==> src/rtl/pipe_hazard_ctrl.sv <==
// Stall/flush sequencer for the 5-stage RV32I pipeline.
// Optional perf counters: define PIPE_HAZARD_CTRL_PERF_EN.
module pipe_hazard_ctrl #(
  parameter int MEM_TIMEOUT = 64,
  parameter int TO_W        = 7
) (
  input  logic       clk,
  input  logic       rst_n,
  input  logic [4:0] id_rs1_addr,
  input  logic [4:0] id_rs2_addr,
  input  logic       id_uses_rs1,
  input  logic       id_uses_rs2,
  input  logic       ex_mem_read,
  input  logic [4:0] ex_rd_addr,
  input  logic       ex_redirect,
  input  logic       mem_req,
  input  logic       dmem_ready,
  output logic       pc_stall,
  output logic       if_id_stall,
  output logic       if_id_flush,
  output logic       id_ex_stall,
  output logic       id_ex_flush,
  output logic       ex_mem_stall,
  output logic       mem_wb_flush,
  output logic       mem_timeout,
  output logic [1:0] ctrl_state
`ifdef PIPE_HAZARD_CTRL_PERF_EN
  ,
  output logic [31:0] perf_stall_cycles,
  output logic [31:0] perf_flush_count
`endif
);

  typedef enum logic [1:0] {
    RUN      = 2'd0,
    MEM_WAIT = 2'd1,
    HALT     = 2'd2
  } state_t;

  state_t          state;
  logic [TO_W-1:0] wait_cnt;
  logic            wait_miss;
  logic            lu;
  logic            freeze;
  logic            rd_hit;
  logic            lu_hit;

  assign wait_miss = mem_req & ~dmem_ready;

  assign lu = ex_mem_read & (ex_rd_addr != 5'd0) &
              ((id_uses_rs1 & (id_rs1_addr == ex_rd_addr)) |
               (id_uses_rs2 & (id_rs2_addr == ex_rd_addr)));

  assign freeze = (state == HALT) | wait_miss;
  assign rd_hit = ex_redirect & ~freeze;
  assign lu_hit = lu & ~ex_redirect & ~freeze;

  // Exclusive terms encode the freeze > redirect > load-use priority.
  always_comb begin
    pc_stall     = 1'b0;
    if_id_stall  = 1'b0;
    if_id_flush  = 1'b0;
    id_ex_stall  = 1'b0;
    id_ex_flush  = 1'b0;
    ex_mem_stall = 1'b0;
    mem_wb_flush = 1'b0;
    if (rst_n) begin
      unique case (1'b1)
        freeze: begin
          pc_stall     = 1'b1;
          if_id_stall  = 1'b1;
          id_ex_stall  = 1'b1;
          ex_mem_stall = 1'b1;
          mem_wb_flush = 1'b1;
        end
        rd_hit: begin
          if_id_flush = 1'b1;
          id_ex_flush = 1'b1;
        end
        lu_hit: begin
          pc_stall    = 1'b1;
          if_id_stall = 1'b1;
          id_ex_flush = 1'b1;
        end
        default: ;
      endcase
    end
  end

  always_ff @(posedge clk or negedge rst_n) begin
    if (!rst_n) begin
      state       <= RUN;
      wait_cnt    <= '0;
      mem_timeout <= 1'b0;
    end else begin
      unique case (state)
        RUN: begin
          if (wait_miss) begin
            state    <= MEM_WAIT;
            wait_cnt <= TO_W'(1);
          end
        end
        MEM_WAIT: begin
          if (dmem_ready || !mem_req) begin
            state    <= RUN;
            wait_cnt <= '0;
          end else if (wait_cnt == TO_W'(MEM_TIMEOUT)) begin
            state       <= HALT;
            mem_timeout <= 1'b1;
          end else if (wait_cnt != '1) begin
            wait_cnt <= wait_cnt + 1'b1;
          end
        end
        HALT: ;
        default: state <= RUN;
      endcase
    end
  end

  assign ctrl_state = state;

`ifdef PIPE_HAZARD_CTRL_PERF_EN
  always_ff @(posedge clk or negedge rst_n) begin
    if (!rst_n) begin
      perf_stall_cycles <= '0;
      perf_flush_count  <= '0;
    end else begin
      if (pc_stall)
        perf_stall_cycles <= perf_stall_cycles + 32'd1;
      if (id_ex_flush)
        perf_flush_count <= perf_flush_count + 32'd1;
    end
  end
`endif

endmodule

==> config.mk <==
export PLATFORM = sky130hd
export DESIGN_NAME = pipe_hazard_ctrl
export DESIGN_NICKNAME = d
export VERILOG_FILES = /design/src/rtl/pipe_hazard_ctrl.sv
export SDC_FILE = /design/constraint.sdc
export NUM_CORES = 1
export LEC_CHECK = 0
export BUFFER_PORTS_ARGS = -buffer_cell sky130_fd_sc_hd__clkbuf_2
export CAP_MARGIN = 5
export CORE_MARGIN = 1
export CORE_UTILIZATION = 49
export DETAILED_ROUTE_END_ITERATION = 10
export PLACE_DENSITY_LB_ADDON = 0.1
export SYNTH_ARGS = -nofsm -noshare
export SYNTH_HDL_FRONTEND = slang
export SYNTH_SLANG_ARGS = --single-unit
==> constraint.sdc <==
create_clock -name clk -period 4.2 [get_ports clk]
set_input_delay 0.84 -clock clk [delete_from_list [all_inputs] [get_ports clk]]
set_output_delay 0.84 -clock clk [all_outputs]
set_load 0.05 [all_outputs]
; After elaboration in Yosys (flattened, before gate mapping)
; Index checks and enable logic that the tools add are counted.
[op_classes]
addsub = 1
muxes = 17
reduce_logical = 10
n_bitwise = 15
eq_ne = 10
[ops]
columns = op, count
row1 = 7-bit two-way mux, 4
row2 = 7-bit one-hot mux with 2 select lines, 1
row3 = 5-bit equality test, 2
row4 = "3-bit inequality test, second input constant", 3
row5 = 1-bit AND, 8
row6 = 1-bit two-way mux, 8
row7 = "7-bit by 1-bit adder with 7-bit output, second input constant", 1
row8 = "7-bit equality test, second input constant", 1
row9 = "7-bit inequality test, second input constant", 1
row10 = 2-bit two-way mux, 3
row11 = 2-bit one-hot mux with 3 select lines, 1
row12 = 3-bit AND reduction, 2
row13 = 1-bit inverter, 5
row14 = 5-bit nonzero test, 1
row15 = 4-bit AND reduction, 1
row16 = 2-bit OR reduction, 2
row17 = "2-bit by 1-bit equality test with 1-bit output, second input constant", 1
row18 = "2-bit equality test, second input constant", 1
row19 = 2-bit zero test, 1
row20 = "2-bit inequality test, second input constant", 1
row21 = 1-bit OR, 2
row22 = 2-bit nonzero test, 1
row23 = 1-bit zero test, 1
row24 = 1-bit logical OR, 1
[totals]
out_inout_bits = 10
elab_cells = 56
in_bits = 23
reg_bits = 10

; Depth between registers and ports, before layout
; Gate-level depths: netlist of run 1.
[depth]
ltp_word = 9
ltp_mapped = 6
mapped_depth_nobuf = 6

; Worst setup path before layout of run 1
; Ideal clock, no wire load.
[synth_timing]
path_kind = input port to output port
from = in ex_rd_addr[4]
to = out pc_stall
required_ps = 3360
n_path_buf = 1
arrival_time_ps = 3598
setup_slack_ps = -238
cell_stages = 6
path_cell_list = xor2_1 -> nor4_1 -> and3_1 -> a31oi_1 -> o41ai_1 -> buf_4
[synth_via]
elab_chain_cells = 9
elab_cells_between_ends = 13
classes_between = eq/ne: 2 / mux: 2 / bitwise: 7 / reduce/logical: 2
[synth_rtl]
columns = element, line_no
row1 = "start, declared", 14  ; input logic [4:0] ex_rd_addr,
row2 = "5-bit equality test, on equally long branches", "51, 52"
row3 = "1-bit AND, on equally long branches", "51, 52"
row4 = 1-bit OR, 51  ; ((id_uses_rs1 & (id_rs1_addr == ex_rd_addr)) |
row5 = 1-bit AND *, 50  ; assign lu = ex_mem_read & (ex_rd_addr != 5'd0) &
row6 = 1-bit AND * (2 in a row), 56  ; assign lu_hit = lu & ~ex_redirect & ~freeze;
row7 = 2-bit OR reduction (no line) *, -
row8 = 1-bit two-way mux * (2 in a row), -
row9 = "end, declared", 18  ; output logic pc_stall,
; Mark *: on every way between the ends. The rest lies on a longest branch, timed or not.

; Final worst setup path of run 1
[layout_timing]
from = in ex_rd_addr[4]
to = out pc_stall
[layout_via]
elab_chain_cells = 9
elab_cells_between_ends = 13
classes_between = eq/ne: 2 / mux: 2 / bitwise: 7 / reduce/logical: 2
[layout_rtl]
columns = element, line_no
row1 = "5-bit equality test, on equally long branches", "51, 52"
row2 = "1-bit AND, on equally long branches", "51, 52"
row3 = 1-bit OR, 51
row4 = 1-bit AND *, 50
row5 = 1-bit AND * (2 in a row), 56
row6 = 2-bit OR reduction (no line) *, -
row7 = 1-bit two-way mux *, 68  ; unique case (1'b1)
row8 = 1-bit two-way mux *, 67  ; if (rst_n) begin
; Marked as above.

==> results of run 1 <==
power by group through the flow:
stage	combinational, mW	sequential (mW)	clock (mW)
after detailed placement	0.0413	0.0995	0
after global routing	0.0461	0.0977	0.0942
after floorplan	0.0243	0.0993	0
final	0.0414	0.0976	0.0889
after global placement	0.0403	0.0994	0
after CTS	0.0417	0.0976	0.0902
state kept, by name, summed over array words and instances (netlist names):
| signal | cells |
|---|---|
| wait_cnt | 7 |
| ctrl_state | 2 |
| mem_timeout | 1 |
through the flow:
step	util (%)	hold slack (ps)	setup slack, ps	power [mW]	area [um^2]
2_1_floorplan	-	500	523	0.124	763
3_3_place_gp	67.3	460	1120	0.140	920
3_5_place_dp	67.3	462	1040	0.141	920
5_1_grt	70.0	450	880	0.238	956
4_1_cts	70.0	438	1030	0.229	956
6_report	70.0	436	1040	0.228	956
cell families after synthesis:
| kind of cell | after synthesis | synth area share, % |
|---|---|---|
| AND/OR/NAND/NOR | 27 | 20.4 |
| adder cells (fa/ha/maj) | 2 | 3.31 |
| flip-flops | 10 | 33.1 |
| AO/OA/AOI/OAI | 29 | 25.2 |
| XOR/XNOR | 10 | 11.6 |
| buffers and inverters | 10 | 6.46 |
cells in the mapped netlist, types with 2 or more instances:
cell type,n,area (um^2)
a21oi_1,4,20.0
a41oi_1,3,26.3
nand3_1,3,15.0
xnor2_1,2,17.5
inv_1,7,26.3
dfrtp_1,10,250
o21ai_0,9,45.0
o31ai_1,4,30.0
ha_1,2,25.0
buf_4,3,22.5
o21bai_1,2,15.0
nor4_1,2,12.5
nand3_2,2,20.0
xor2_1,8,70.1
nor2_1,3,11.3
a31oi_1,3,18.8
nand2_1,8,30.0
cell type report:
| class | instances | area [um^2] |
|---|---|---|
| repair buffers | 32 | 160 |
| multi-input cells | 68 | 464 |
| inverters | 7 | 26.3 |
| clock buffers | 4 | 36.3 |
| flip-flops and latches | 10 | 250 |
| well taps | 15 | 18.8 |
| fillers | 112 | 410 |
worst register-to-register path, cell delays in order, from the launching register on:
cell and delay, ps:
dfrtp_1 460, ha_1 280, and4_1 240, nand3_2 180, a31o_1 260, a21oi_1 140, o22a_2 150
per-layer routing:
| metal | vias to the layer above | global-route usage [%] | routed length, um |
|---|---|---|---|
| met5 | - | 0 | 0 |
| met4 | 0 | 11.3 | 21 |
| met3 | 4 | 3.80 | 153 |
| met2 | 44 | 44.9 | 920 |
| met1 | 362 | 29.2 | 760 |
| li1 | 391 | - | - |
worst max path at each step:
| stage | from | to | cells past startpoint |
|---|---|---|---|
| 6_report | ex_rd_addr[4] | pc_stall | 7 |
| 4_1_cts | ex_rd_addr[4] | pc_stall | 7 |
| 2_1_floorplan | ex_rd_addr[4] | pc_stall | 6 |
| 5_1_grt | ex_rd_addr[4] | if_id_stall | 7 |
| 3_5_place_dp | ex_rd_addr[4] | pc_stall | 7 |
| 3_3_place_gp | ex_rd_addr[4] | if_id_stall | 7 |
==> results by group, run 1 <==
Run status
  • Run status: finished, final reports clean

Cells and area
  • Fin cells: 136
  • Highest-count cells in the layout ignoring fill and taps: clkbuf_2 (32), dfrtp_1 (10), o21ai_0 (9), nand2_1 (8), xor2_1 (8)
  • Number of diodes: 0
  • Share of cells above drive strength 1: about a third
  • Most frequent standard cell in the layout excluding fill and tap cells: clkbuf_2
  • Fin nets: ~150
  • Layout overhead on the synthesized area: 26.5%

Synthesis
  • Post-synthesis sequential area ratio: 33.1%
  • Top_reg_cell synth: dfrtp_1
  • Post-synth EDFFs: 0
  • Instance count of the mapped netlist: approximately 90
  • #FFs+latches synth: 10
  • Synth Area per Inst: 8.59 um^2
  • Number of nets produced by synthesis: roughly 110
  • Number of library cell types mapped by synthesis: 30
  • Proportion of register bits with asynchronous set or reset after synthesis: 100%
  • Count of synthesis-stage warnings from yosys: 0
  • Combined area of all synthesized cells: around 760 um^2

Setup path
  • Cell chain of the critical path: clkbuf_2, xor2_1, nor4_1, and3_1, a31oi_1, o41ai_2, clkbuf_2
  • Depth of the most critical reg-to-reg path: 6
  • Biggest fanout along the worst timing path: 3
  • CP Launch Type: input pin
  • Category of the critical setup timing path: input pin to output pin
  • Arrival time of the worst setup path: 2320 ps
  • Reg-to-reg endpoint: wait_cnt[0]
  • Slowest library cell on the worst path: o41ai_2
  • R2r startpoint: wait_cnt[0]
  • Crit path largest cell delay: approximately 360 ps
  • Register-to-register path setup slack: between 2000 and 2500 ps
  • Data required time of the critical path: roughly 3400 ps
  • Most frequent CP cell: clkbuf_2
  • Category of cells accounting for the largest share of critical-path delay: buffers and inverters
  • Number of buffer and inverter stages on the critical path: 2
  • Type of destination of the critical path: output pin

Clocking
  • TritonCTS buffer count: 3
  • Maximum buffer depth of the clock tree: 2
  • Clock Latency Late Sink: about 270 ps
  • Clock tree from TritonCTS: done
  • Number of setup buffers added after CTS: 0
  • Root Buffer: clkbuf_4
  • Total of cells resized after clock tree synthesis: 0
  • Hold bufs inserted after CTS: 0
  • Sinks on the clock net: 10
  • Number of levels the H-tree was split into: 1
  • Clk slew on worst S/H paths: around 70 ps

Placed design
  • HPWL after DPL: approximately 1500 um
  • Placed instance count: roughly 130
  • Number of buffers inserted by port buffering: 32
  • Routability congestion estimate from global placement: roughly 0.82

Floorplan
  • Horizontal die dimension: between 40 and 50 um
  • Area of the core: ~1400 um^2
  • Rows: 13
  • Die area: about 1700 um^2
  • Initial Util: between 50 and 60%
  • Io pins: 33
  • Chip height: 41.3 um

Detailed routing
  • Total wire length after detailed routing: approximately 1900 um
  • Average via count per standard cell: between 5 and 6
  • Count of routing violations after the opening detailed-route iteration: 19
  • DR DRC count: 0
  • Residual antenna-violating net count after detailed routing: 0
  • Post-DR wirelength/cell: roughly 14 um
  • Vias post-DR: between 800 and 900
  • Pre-Repair DR Iteration Count: 4

Pwr
  • Peak supply drop: ~250 uV
  • Power density of the placed cells: 238 nW/um^2
  • Clock network fraction of total power: around 39%
  • Switching share of power: 27.2%
  • Internal: 166 uW
  • Leakage power: between 0.4 and 0.5 nW
  • Sw power: approximately 62 uW
  • Sequential Power Share: a little over two fifths
  • Part of the power in combinational logic: between 10% and 20%

STA
  • Worst Clk Skew: around 7 ps
  • Fmax: about 320 MHz
  • Minimum period implied by the final worst setup slack: 3160 ps
  • Aggregate negative setup slack: 0 ps
  • Setup repair after global routing missed its margin: false
  • Final period util: 75.2%
  • Slew Viols, Final: 0
  • Normalized max-slew margin: about three fifths
  • Worst-Margin Slew: 612 ps
  • Final number of hold-violating endpoints: 0
  • Endpoints failing setup: 0

Global routing
  • Wire length of the first global-routing pass: approximately 2800 um
  • Final global-route overflow total: 0
  • Via count of the first global-routing pass: just under 700
  • Pin count of the biggest net entering global routing: 13
  • Antenna violations before repair: 0
  • Combined global-route utilization of all metal layers: between 20% and 30%

Job
  • Number of maximum-capacitance violations: 0

Worst hold path
  • Path class of the lowest-slack min-delay path: input pin to asynchronous set/reset pin
(Power assumes the default switching activity.)
==> run 2: changes to the inputs <==
--- a/config.mk
+++ b/config.mk
@@ -5,10 +5,11 @@
 export SDC_FILE = /design/constraint.sdc
 export NUM_CORES = 1
 export LEC_CHECK = 0
+export ABC_AREA = 1
 export BUFFER_PORTS_ARGS = -buffer_cell sky130_fd_sc_hd__clkbuf_2
 export CAP_MARGIN = 5
 export CORE_MARGIN = 1
-export CORE_UTILIZATION = 49
+export CORE_UTILIZATION = 44
 export DETAILED_ROUTE_END_ITERATION = 10
 export PLACE_DENSITY_LB_ADDON = 0.1
 export SYNTH_ARGS = -nofsm -noshare
==> constraint.sdc (replaced) <==
create_clock -name clk -period 2.9 [get_ports clk]
set_input_delay 0.58 -clock clk [delete_from_list [all_inputs] [get_ports clk]]
set_output_delay 0.58 -clock clk [all_outputs]
set_load 0.05 [all_outputs]
==> run 2 against run 1 <==
  * Sequential share of layout area shrank 3.5 points
  * Sequential power grew 42%
  * Clock skew shrank 5.9 ps
  * First-iteration DRC count grew 5.3%
  * Power grew 47%
  * Count of clock-buffer cells in the layout is the same
  * Largest cell class unchanged
  * Register-to-register slack lost 1200 ps
  * Combinational power grew 56%
  * Largest power group unchanged
  * Critical path depth grew 3
  * Global-route usage shrank 7.6 points
==> results by group, run 2 <==
Run status
  • Run status: finished, final reports clean (unchanged)

Setup path
  • Biggest fanout along the worst timing path: 4 (was 3)
  • Depth of the most critical reg-to-reg path: 7 (was 6)
  • Reg-to-reg endpoint: wait_cnt[4] (was wait_cnt[0])
  • Data required time of the critical path: 2320 ps (was 3360 ps)
  • R2r startpoint: wait_cnt[0] (unchanged)
  • CP Launch Type: input pin (unchanged)
  • Arrival time of the worst setup path: 1620 ps (was 2320 ps)
  • Type of destination of the critical path: output pin (unchanged)
  • Category of the critical setup timing path: input pin to output pin (unchanged)
  • Register-to-register path setup slack: 1290 ps (was 2440 ps)

Global routing
  • Antenna violations before repair: 0 (unchanged)
  • Combined global-route utilization of all metal layers: 17.6% (was 25.1%)
  • Via count of the first global-routing pass: 676 (was 677)
  • Wire length of the first global-routing pass: 2800 um (was 2770 um)
  • Pin count of the biggest net entering global routing: 14 (was 13)
  • Final global-route overflow total: 0 (unchanged)

Floorplan
  • Io pins: 33 (unchanged)
  • Initial Util: 46.7% (was 55.3%)
  • Area of the core: 1960 um^2 (was 1370 um^2)
  • Horizontal die dimension: 47.7 um (was 41.3 um)
  • Rows: 16 (was 13)
  • Chip height: 47.7 um (was 41.3 um)
  • Die area: 2270 um^2 (was 1700 um^2)

STA
  • Setup repair after global routing missed its margin: false (unchanged)
  • Endpoints failing setup: 0 (unchanged)
  • Final number of hold-violating endpoints: 0 (unchanged)
  • Normalized max-slew margin: 75.8% (was 58.7%)
  • Worst Clk Skew: 1.11 ps (was 6.98 ps)
  • Minimum period implied by the final worst setup slack: about 2200 ps
  • Worst-Margin Slew: 363 ps (was 612 ps)
  • Aggregate negative setup slack: 0 ps (unchanged)
  • Fmax: 454 MHz
  • Final period util: between 70% and 80%
  • Slew Viols, Final: 0 (unchanged)

Clocking
  • Sinks on the clock net: 10 (unchanged)
  • TritonCTS buffer count: 3 (unchanged)
  • Number of setup buffers added after CTS: 0 (unchanged)
  • Hold bufs inserted after CTS: 0 (unchanged)
  • Number of levels the H-tree was split into: 1 (unchanged)
  • Root Buffer: clkbuf_4 (unchanged)
  • Maximum buffer depth of the clock tree: 2 (unchanged)
  • Total of cells resized after clock tree synthesis: 0 (unchanged)
  • Clock tree from TritonCTS: done (unchanged)
  • Clk slew on worst S/H paths: 70 ps (about the same)
  • Clock Latency Late Sink: 280 ps (was 270 ps)

Cells and area
  • Most frequent standard cell in the layout excluding fill and tap cells: nand2_1 (was clkbuf_2)
  • Fin cells: 205 (was 136)
  • Count of fill cells added during filler insertion: 215 (was 112)
  • Number of diodes: 0 (unchanged)
  • Final design area excluding fillers: 1100 um^2 (was 956 um^2)
  • Fin nets: 204 (was 147)
  • Layout overhead on the synthesized area: 20.5% (was 26.5%)
  • Multi-input gate area in the final layout: 508 um^2 (was 464 um^2)
  • Register ranked first by flip-flop count: wait_cnt (unchanged)
  • Sequential Area: 250 um^2 (unchanged)
  • Highest-count cells in the layout ignoring fill and taps: nand2_1 (47), clkbuf_2 (32), inv_1 (30), nor2_1 (13), dfrtp_1 (10) (was clkbuf_2 (32), dfrtp_1 (10), o21ai_0 (9), nand2_1 (8), xor2_1 (8))
  • Share of cells above drive strength 1: 30.9% (was 34.7%)
  • Number of flip-flops under the largest register name: 7 (unchanged)

Synthesis
  • Top-count cell post-synth: nand2_1 (was dfrtp_1)
  • Commonest cells post-synth: nand2_1 (47), inv_1 (30), nor2_1 (13) (was dfrtp_1 (10), o21ai_0 (9), nand2_1 (8), xor2_1 (8), inv_1 (7))
  • Fraction of post-synthesis cell area in the top cell type by area: 27.3% (was 33.1%)
  • Post-synthesis sequential area ratio: 27.3% (was 33.1%)
  • Post-synth EDFFs: 0 (unchanged)
  • Number of library cell types mapped by synthesis: 21 (was 30)
  • #FFs+latches synth: 10 (unchanged)
  • Instance count of the mapped netlist: 146 (was 88)
  • Synth Area per Inst: 6.28 um^2 (was 8.59 um^2)
  • Proportion of register bits with asynchronous set or reset after synthesis: 100% (unchanged)
  • Top_reg_cell synth: dfrtp_1 (unchanged)
  • Number of nets produced by synthesis: 171 (was 113)
  • Top area cells in the synthesized netlist: dfrtp_1 (27%), nand2_1 (19%), inv_1 (12%) (was dfrtp_1 (33%), xor2_1 (9.3%), o21ai_0 (6.0%))
  • Combined area of all synthesized cells: 917 um^2 (was 756 um^2)
  • Count of synthesis-stage warnings from yosys: 0 (unchanged)
  • Library cell occupying the most area in the post-synthesis netlist: dfrtp_1 (unchanged)

Pwr
  • Power density of the placed cells: 304 nW/um^2 (was 238 nW/um^2)
  • Final total power: 336 uW (was 228 uW)
  • Leakage power: 0.674 nW (was 0.455 nW)
  • Peak supply drop: 235 uV (was 251 uV)

Detailed routing
  • Count of routing violations after the opening detailed-route iteration: 20 (was 19)
  • Average via count per standard cell: 4.56 (was 5.89)
  • Total wire length after detailed routing: 1910 um (was 1860 um)
  • Residual antenna-violating net count after detailed routing: 0 (unchanged)
  • DR DRC count: 0 (unchanged)
  • Pre-Repair DR Iteration Count: 4 (unchanged)
  • Vias post-DR: 934 (was 801)
  • Post-DR wirelength/cell: 9.31 um (was 13.6 um)

Placed design
  • Placed instance count: 201 (was 132)
  • Number of buffers inserted by port buffering: 32 (unchanged)
  • Placed cell areas: 1070 um^2 (was 920 um^2)
  • HPWL after DPL: 1540 um (was 1490 um)
  • Routability congestion estimate from global placement: 0.840 (was 0.821)

Worst hold path
  • Path class of the lowest-slack min-delay path: input pin to asynchronous set/reset pin (unchanged)

Job
  • Number of maximum-capacitance violations: 0 (unchanged)
-- run 2: cell types whose count changed in the layout (fill, tap and decap cells not counted), sizes merged, moves of 3 or more --
cell	change
nand2	+45
nor2	+12
a31oi	-3
o31ai	-4
xor2	-7
nand4	+6
nand3	+4
inv	+24
nor4	-3
-- run 2: worst max path at each step --
stage	startpoint	end	slack [ps]
after floorplan	ex_rd_addr[3]	pc_stall	200
after global placement	ex_rd_addr[4]	pc_stall	710
after detailed placement	ex_rd_addr[4]	pc_stall	690
after CTS	ex_rd_addr[4]	pc_stall	690
after global routing	ex_rd_addr[3]	pc_stall	490
final	ex_rd_addr[1]	pc_stall	700
-- run 2: layer usage --
metal,part of all wire [%],GRT usage (%),up-vias
li1,-,-,505
met1,52,23.9,404
met2,42,28.5,22
met3,4.9,5.66,3
met4,0.79,1.67,0
met5,0,0,-
-- run 2: where the power goes --
group | internal, mW | switching [mW] | leakage [nW]
Clock | 0.0765 | 0.0553 | 0.0210
Combinational | 0.0224 | 0.0421 | 0.529
Sequential | 0.139 | 0 | 0.124
Total | 0.238 | 0.0974 | 0.674
-- run 2: logic make-up (layout without fill, tap and decap cells) --
group	Yosys count	after routing	share of synthesized area, %
simple gates	86	86	42.7
fa+ha+maj	2	2	2.73
buf+inv	35	67	17.3
compound gates	12	12	9.00
flops	10	10	27.3
xor+xnor	1	1	0.955
-- run 2: area by class of cell --
cell class | instances | share of cell area, %
well taps | 27 | 3.06
flip-flops and latches | 10 | 22.7
multi-input cells | 101 | 46.0
repair buffers | 32 | 14.5
inverters | 31 | 10.5
clock buffers | 4 | 3.28
-- run 2: metrics by stage --
stage,setup slack (ps),hold slack [ps],utilization [%]
after floorplan,204,284,-
after global placement,707,450,54.5
after detailed placement,692,461,54.5
after CTS,686,174,56.3
after global routing,486,190,56.3
final,699,174,56.3
-- run 2: worst max-delay path: stages --
cell and delay, ps:
clkbuf_2 120, inv_1 60, nand2_1 50, nand2_1 50
nor2_1 90, nand3_1 80, nand2_1 70, nand2_1 60
a21oi_1 160, clkbuf_2 300
